## src/rtl/bcd_step_counter.sv

```systemverilog
// rtl/bcd_step_counter.sv - up/down modulo counter with step/load buttons and iterative BCD readout
//
// Purpose: WIDTH-bit counter over 0..MAX_COUNT, stepped by a synchronised,
// edge-detected pushbutton and parallel-loaded (saturating) from d. Every
// count change is converted to DIGITS BCD digits by a shift-add-3 engine
// that handles one bit per clock.
//
// Ports:
//   clk        system clock
//   rst_n      asynchronous active-low reset
//   step_n     step pushbutton, active-low, asynchronous to clk
//   load_n     load pushbutton, active-low, asynchronous to clk
//   en         step enable
//   dir        count direction, 1 = up, 0 = down
//   d          load value, saturated to MAX_COUNT
//   count      current count
//   tc         one-cycle pulse on wrap-around
//   bcd        last completed conversion, digit 0 in bits [3:0]
//   bcd_valid  one-cycle pulse when bcd is updated
//   busy       conversion in progress
//
// Optional feature macro: STEP_REPEAT_EN (auto-repeat while step_n is held).

module bcd_step_counter #(
  parameter int WIDTH         = 8,
  parameter int MAX_COUNT     = 255,
  parameter int DIGITS        = 3,
  parameter int SYNC_STAGES   = 2,
  parameter int REPEAT_CYCLES = 25000000
) (
  input  logic                clk,
  input  logic                rst_n,
  input  logic                step_n,
  input  logic                load_n,
  input  logic                en,
  input  logic                dir,
  input  logic [WIDTH-1:0]    d,
  output logic [WIDTH-1:0]    count,
  output logic                tc,
  output logic [4*DIGITS-1:0] bcd,
  output logic                bcd_valid,
  output logic                busy
);

  localparam int              BW    = 4 * DIGITS;
  localparam int              CW    = $clog2(WIDTH + 1);
  localparam logic [WIDTH-1:0] MAX_C = WIDTH'(MAX_COUNT);

  // Elaboration-time sanity checks on the parameter set.
  generate
    if (SYNC_STAGES < 2) begin : g_bad_sync
      $error("bcd_step_counter: SYNC_STAGES must be at least 2");
    end
    if (MAX_COUNT > (2 ** WIDTH) - 1) begin : g_bad_max
      $error("bcd_step_counter: MAX_COUNT does not fit in WIDTH bits");
    end
    if (DIGITS < (WIDTH * 30103 + 99999) / 100000) begin : g_bad_digits
      $error("bcd_step_counter: DIGITS too small for WIDTH");
    end
    if (REPEAT_CYCLES < 1) begin : g_bad_repeat
      $error("bcd_step_counter: REPEAT_CYCLES must be positive");
    end
  endgenerate

  // ---------------------------------------------------------------------
  // Button synchronisers; flops reset to 1 so the buttons read as released.
  // ---------------------------------------------------------------------
  logic [SYNC_STAGES-1:0] step_sync;
  logic [SYNC_STAGES-1:0] load_sync;
  logic                   step_prev;
  logic                   step_s;
  logic                   load_active;
  logic                   step_edge;
  logic                   step_pulse;

  always_ff @(posedge clk or negedge rst_n) begin
    if (!rst_n) begin
      step_sync <= '1;
      load_sync <= '1;
      step_prev <= 1'b1;
    end else begin
      step_sync <= {step_sync[SYNC_STAGES-2:0], step_n};
      load_sync <= {load_sync[SYNC_STAGES-2:0], load_n};
      step_prev <= step_s;
    end
  end

  assign step_s      = step_sync[SYNC_STAGES-1];
  assign load_active = ~load_sync[SYNC_STAGES-1];
  assign step_edge   = step_prev & ~step_s;

`ifdef STEP_REPEAT_EN
  // rep_cnt counts held cycles since the press edge; it is 0 on the edge
  // cycle itself, so the first repeat lands REPEAT_CYCLES after the edge.
  // Reloading 1 (not 0) after a repeat keeps the spacing at REPEAT_CYCLES.
  localparam int RW = $clog2(REPEAT_CYCLES + 1);
  logic [RW-1:0] rep_cnt;
  logic          rep_pulse;

  assign rep_pulse = ~step_s & (rep_cnt == RW'(REPEAT_CYCLES));

  always_ff @(posedge clk or negedge rst_n) begin
    if (!rst_n) begin
      rep_cnt <= '0;
    end else if (step_s || load_active) begin
      rep_cnt <= '0;
    end else if (rep_pulse) begin
      rep_cnt <= RW'(1);
    end else begin
      rep_cnt <= rep_cnt + 1'b1;
    end
  end

  assign step_pulse = step_edge | rep_pulse;
`else
  assign step_pulse = step_edge;
`endif

  // ---------------------------------------------------------------------
  // Counter: load beats step, step wraps at the range ends with tc.
  // ---------------------------------------------------------------------
  always_ff @(posedge clk or negedge rst_n) begin
    if (!rst_n) begin
      count <= '0;
      tc    <= 1'b0;
    end else begin
      tc <= 1'b0;
      if (load_active) begin
        count <= (d > MAX_C) ? MAX_C : d;
      end else if (step_pulse && en) begin
        if (dir) begin
          if (count == MAX_C) begin
            count <= '0;
            tc    <= 1'b1;
          end else begin
            count <= count + 1'b1;
          end
        end else begin
          if (count == '0) begin
            count <= MAX_C;
            tc    <= 1'b1;
          end else begin
            count <= count - 1'b1;
          end
        end
      end
    end
  end

  // ---------------------------------------------------------------------
  // Binary-to-BCD converter.
  // count_q trails count by one clock, so "changed" is high exactly in the
  // cycle after a count update; any state reacts to it by (re)capturing.
  // ---------------------------------------------------------------------
  typedef enum logic [1:0] {
    ST_IDLE,
    ST_SHIFT,
    ST_DONE
  } state_t;

  state_t           state;
  state_t           state_nxt;
  logic [WIDTH-1:0] count_q;
  logic [WIDTH-1:0] shreg;
  logic [BW-1:0]    scratch;
  logic [BW-1:0]    adj;
  logic [CW-1:0]    bit_cnt;
  logic             changed;
  logic             capture;
  logic             shift_en;
  logic             publish;

  assign changed = (count != count_q);

  always_ff @(posedge clk or negedge rst_n) begin
    if (!rst_n) begin
      state <= ST_IDLE;
    end else begin
      state <= state_nxt;
    end
  end

  always_comb begin
    state_nxt = state;
    capture   = 1'b0;
    shift_en  = 1'b0;
    publish   = 1'b0;
    case (state)
      ST_IDLE: begin
        if (changed) begin
          capture   = 1'b1;
          state_nxt = ST_SHIFT;
        end
      end
      ST_SHIFT: begin
        // A new count aborts the running conversion and restarts it.
        if (changed) begin
          capture = 1'b1;
        end else begin
          shift_en = 1'b1;
          if (bit_cnt == CW'(WIDTH - 1)) begin
            state_nxt = ST_DONE;
          end
        end
      end
      ST_DONE: begin
        // The finished result is published even if count just moved again.
        publish = 1'b1;
        if (changed) begin
          capture   = 1'b1;
          state_nxt = ST_SHIFT;
        end else begin
          state_nxt = ST_IDLE;
        end
      end
      default: begin
        state_nxt = ST_IDLE;
      end
    endcase
  end

  // Add 3 to every digit >= 5 so the following left shift carries into
  // the next decimal digit correctly.
  always_comb begin
    adj = scratch;
    for (int i = 0; i < DIGITS; i++) begin
      if (scratch[4*i +: 4] >= 4'd5) begin
        adj[4*i +: 4] = scratch[4*i +: 4] + 4'd3;
      end
    end
  end

  always_ff @(posedge clk or negedge rst_n) begin
    if (!rst_n) begin
      count_q   <= '0;
      shreg     <= '0;
      scratch   <= '0;
      bit_cnt   <= '0;
      bcd       <= '0;
      bcd_valid <= 1'b0;
      busy      <= 1'b0;
    end else begin
      count_q   <= count;
      bcd_valid <= publish;
      if (publish) begin
        bcd  <= scratch;
        busy <= 1'b0;
      end
      if (capture) begin
        shreg   <= count;
        scratch <= '0;
        bit_cnt <= '0;
        busy    <= 1'b1;
      end else if (shift_en) begin
        shreg   <= shreg << 1;
        scratch <= (adj << 1) | BW'(shreg[WIDTH-1]);
        bit_cnt <= bit_cnt + 1'b1;
      end
    end
  end

endmodule

```

## config.mk

```make
export PLATFORM = sky130hd
export DESIGN_NAME = bcd_step_counter
export DESIGN_NICKNAME = d
export VERILOG_FILES = /design/src/rtl/bcd_step_counter.sv
export SDC_FILE = /design/constraint.sdc
export NUM_CORES = 1
export LEC_CHECK = 0
export ABC_AREA = 1
export BUFFER_PORTS_ARGS = -buffer_cell sky130_fd_sc_hd__buf_2
export CAP_MARGIN = 20
export CORE_MARGIN = 3
export CORE_UTILIZATION = 42
export CTS_BUF_LIST = sky130_fd_sc_hd__clkbuf_2
export CTS_CLUSTER_SIZE = 8
export DETAILED_ROUTE_END_ITERATION = 12
export HOLD_SLACK_MARGIN = 0.02
export PLACE_DENSITY = 0.63
export SYNTH_ARGS = -nofsm -noshare
export SYNTH_HDL_FRONTEND = slang
export SYNTH_SLANG_ARGS = --single-unit
```

## constraint.sdc

```tcl
create_clock -name clk -period 2.03 [get_ports clk]
set_input_delay 0.1015 -clock clk [delete_from_list [all_inputs] [get_ports clk]]
set_output_delay 0.1015 -clock clk [all_outputs]
set_load 0.01 [all_outputs]
```

==> impl_results.md <==
- M2 GR Usage: 0.291
- Wire per inst: about 13 µm
- Seq/Total Area, Yosys: 0.477
- Layout cell share with drive strength beyond 1: 0.212
- Ant diodes: 0
- Routed Wire Length: around 7200 µm
- Clock net sink count: just over 60
- Fin crit period: 1.91 ns
- CP Capture Type: flip-flop
- Initial drt markers: 83
- Synthesized Nets: around 420
- R2r startpoint: count[0]
- CP delay by family, top: buffers and inverters
- Fmax: approximately 520 MHz
- Synth Area in Compound Gates: 0.110
- Largest net degree at the start of global routing: 26
- Arr. time, crit path: 2.37 ns
- Leak pwr: slightly below 2 nW
- Hold path endpoint: count[6]
- Worst EP required: 2.49 ns
- Met1 usage in global routing: 0.231
- Worst Reg2Reg Path Length in Cells: 6
- H-Tree Level Count: 3
- Hold depth: 5
- Final Net Count: between 400 and 500
- I/O Buffers: 36
- Yosys reg bits: 62
- CP max stage delay: 0.57 ns
- Synth Area in XOR/XNOR: 0.0345
- Antenna-violating nets left: 0
- Post-synthesis mux area share: 0
- Initial core utilization: 0.441
- Inserted Clock Buffers: 9
- Post-Synth Simple-Gate Area: 0.251
- Die area: approximately 0.0089 mm²
- Vias in the first global route: roughly 2800
- Worst-Margin Slew: ~0.6 ns
- Min-delay src: dir
- Status: complete, no violations
- Vias: about 2800
- Post-Syn Instances: 399
- DRC: 0
- First-pass GRT wire length: approximately 12000 µm
- Largest family of logic cells by synthesized area: simple AND/OR/NAND/NOR gates
- Core ar.: around 0.0074 mm²
- Post-place setup slack: around 0.28 ns
- Avg Synthesized Cell Area: approximately 8.2 µm²
- CP max stage cell: dlygate4sd3_1
- Synth warnings: 0
- Layout Area Growth over Synthesis: 18.7%
- Clk root buf: clkbuf_2
- Hpwl dp: between 5000 and 6000 µm
- Critical Path Source Type: flip-flop
- Fin cells: ~570
- RSZ-0062 raised after global routing: false
- Clock transition at path regs: 0.17 ns
- Final period util: 0.939
- Clock Path Buffers: 2
- Dpl cells: around 530
- Worst hold path type: primary input to flip-flop
- Finish-stage setup viols: 0
- Netlist cell types: 33
- DR pass1 iterations: 4
- Top Ports: 37
- Rows: 31
- Worst-skew pair later-pin latency: between 0.5 and 0.6 ns
- Worst path most repeated cell: nand3_1
- TNS Setup: 0 ns
- Pwr dens: between 700 and 800 mW/mm²
- Synth Area in Adders: 0.0383
- Most crowded layer after global routing: met2
- Initial antenna violation count: 0
- Reg2reg end: tc
- Vias per std cell: between 4 and 5
- Overall power: between 2 and 3 mW
- Max Cap Viol: 0
- Die height: ~94 µm
- Gr ovfl total: 0
- Crit path max fanout: 8
- Normalized max-slew margin: 0.596
- Die Width: about 94 µm
- Setup ws final: 0.123 ns
- Critical-path cell list: ha_1, nand3_1, inv_1, nand3_1, a21boi_0, dlygate4sd3_1
- GR Layer Usage met3: 0.0377
- Register-to-register setup slack: 0.12 ns
- Final Max Tran Viols: 0
- GP Congestion: 0.898
- CTS tree: yes
- Count of final hold-check violations: 0
- Crit path buf inv count: 2
- Crit Path Class: flip-flop to flip-flop
- Setup Skew: 0.0269 ns
- Max VDD drop: 305 µV
- Cell area after synthesis: 0.00327 mm²
- GRT Util Overall: 0.181
==> stage by stage <==
step                 util  instance area (µm²)  hold WS (ns)
CTS                 0.521                 3860        0.0277
global placement    0.484                 3580         0.122
detailed placement  0.484                 3580         0.134
floorplan               -                 3270        -0.194
global route        0.524                 3880        0.0452
finish              0.524                 3880        0.0521
==> Yosys cell counts <==
cell,n,share of area
inv_1,47,0.054
inv_4,1,0.0019
nand3_1,43,0.066
o211ai_1,2,0.0046
a21oi_1,12,0.018
nor2_1,32,0.037
o21ai_0,33,0.051
xnor2_1,5,0.013
nor2_8,1,0.0061
nand3_2,1,0.0031
buf_2,5,0.0077
or2_2,1,0.0019
dfrtp_1,57,0.44
nor3_1,2,0.0031
o22ai_1,1,0.0019
clkbuf_1,2,0.0023
nand4_2,1,0.0038
ha_1,10,0.038
dfstp_2,5,0.040
o21a_1,1,0.0023
inv_2,3,0.0034
nand4_1,1,0.0019
xor2_1,6,0.016
xnor2_2,1,0.0050
nand3b_1,3,0.0069
nor2_2,3,0.0057
o21bai_1,1,0.0023
nand2_2,1,0.0019
o21ai_1,4,0.0061
buf_6,6,0.021
o21ai_2,8,0.021
nand2_1,99,0.11
a21boi_0,1,0.0023
==> routing by layer <==
metal	share of wire	wire (µm)	vias to the layer above
li1	-	-	1402
met2	0.46	3340	50
met3	0.030	217	11
met4	0.022	157	0
met1	0.49	3510	1306
met5	0	0	-
==> sequential cells by signal, indices dropped and copies added, names as in the netlist <==
register	cells
bcd	12
busy	1
step_sync	2
state	2
shreg	8
bit_cnt	4
count	8
scratch	12
load_sync	2
count_q	8
tc	1
step_prev	1
bcd_valid	1
==> cells in the final DEF (no fill, tap or decap), types with 4 or more instances in the layout <==
cell           netlist  final
nand2_1             99     99
dfrtp_1             57     54
inv_1               47     46
nand3_1             43     43
buf_2                5     36
o21ai_0             33     33
nor2_1              32     30
dlygate4sd3_1        0     14
buf_4                0     13
a21oi_1             12     12
ha_1                10     10
clkbuf_2             0     10
o21ai_2              8      8
xor2_1               6      6
nor2_2               3      5
xnor2_1              5      5
dfstp_2              5      5
inv_2                3      4
o21ai_1              4      4
==> worst max path at each step <==
stage | from | endpoint | cells past startpoint
6_report | count[0] | tc | 6
5_1_grt | count[2] | tc | 7
4_1_cts | count[1] | tc | 7
3_5_place_dp | count[0] | count[2] | 8
3_3_place_gp | count[0] | count[2] | 8
2_1_floorplan | count[5] | shreg[1] | 12
==> final cells by class <==
class,count,area [µm²]
fillers,735,3530
clock buffers,10,50.0
inverters,51,194
multi-input cells,273,1430
flip-flops and latches,62,1560
repair buffers,64,438
clock inverters,6,86.3
well taps,99,124
==> timing repair <==
action | in CTS | in global routing
endpoints found under the hold margin | 34 | 0
setup buffers | 0 | 1
gates resized for setup | 0 | 7
endpoints found under the setup margin | 0 | 2
hold buffers | 14 | 0
==> kinds of logic (layout without fill, tap and decap cells) <==
group           Yosys count  in the layout
compound gates           63             63
xor+xnor                 12             12
fa+ha+maj                10             10
buf+inv                  64            131
flops                    62             62
simple gates            188            188
==> worst register-to-register path, cell delays in order (launching register included) <==
cell	delay, ns
dfrtp_2	0.48
ha_1	0.22
nand3_1	0.14
inv_1	0.10
nand3_1	0.13
a21boi_0	0.22
dlygate4sd3_1	0.57
==> power by group <==
group          switching [mW]  total [mW]  internal (mW)
combinational           0.276       0.459          0.184
clock                   0.474       0.885          0.410
sequential             0.0615        1.38           1.32
No activity file was read; power rests on OpenSTA's default activity.
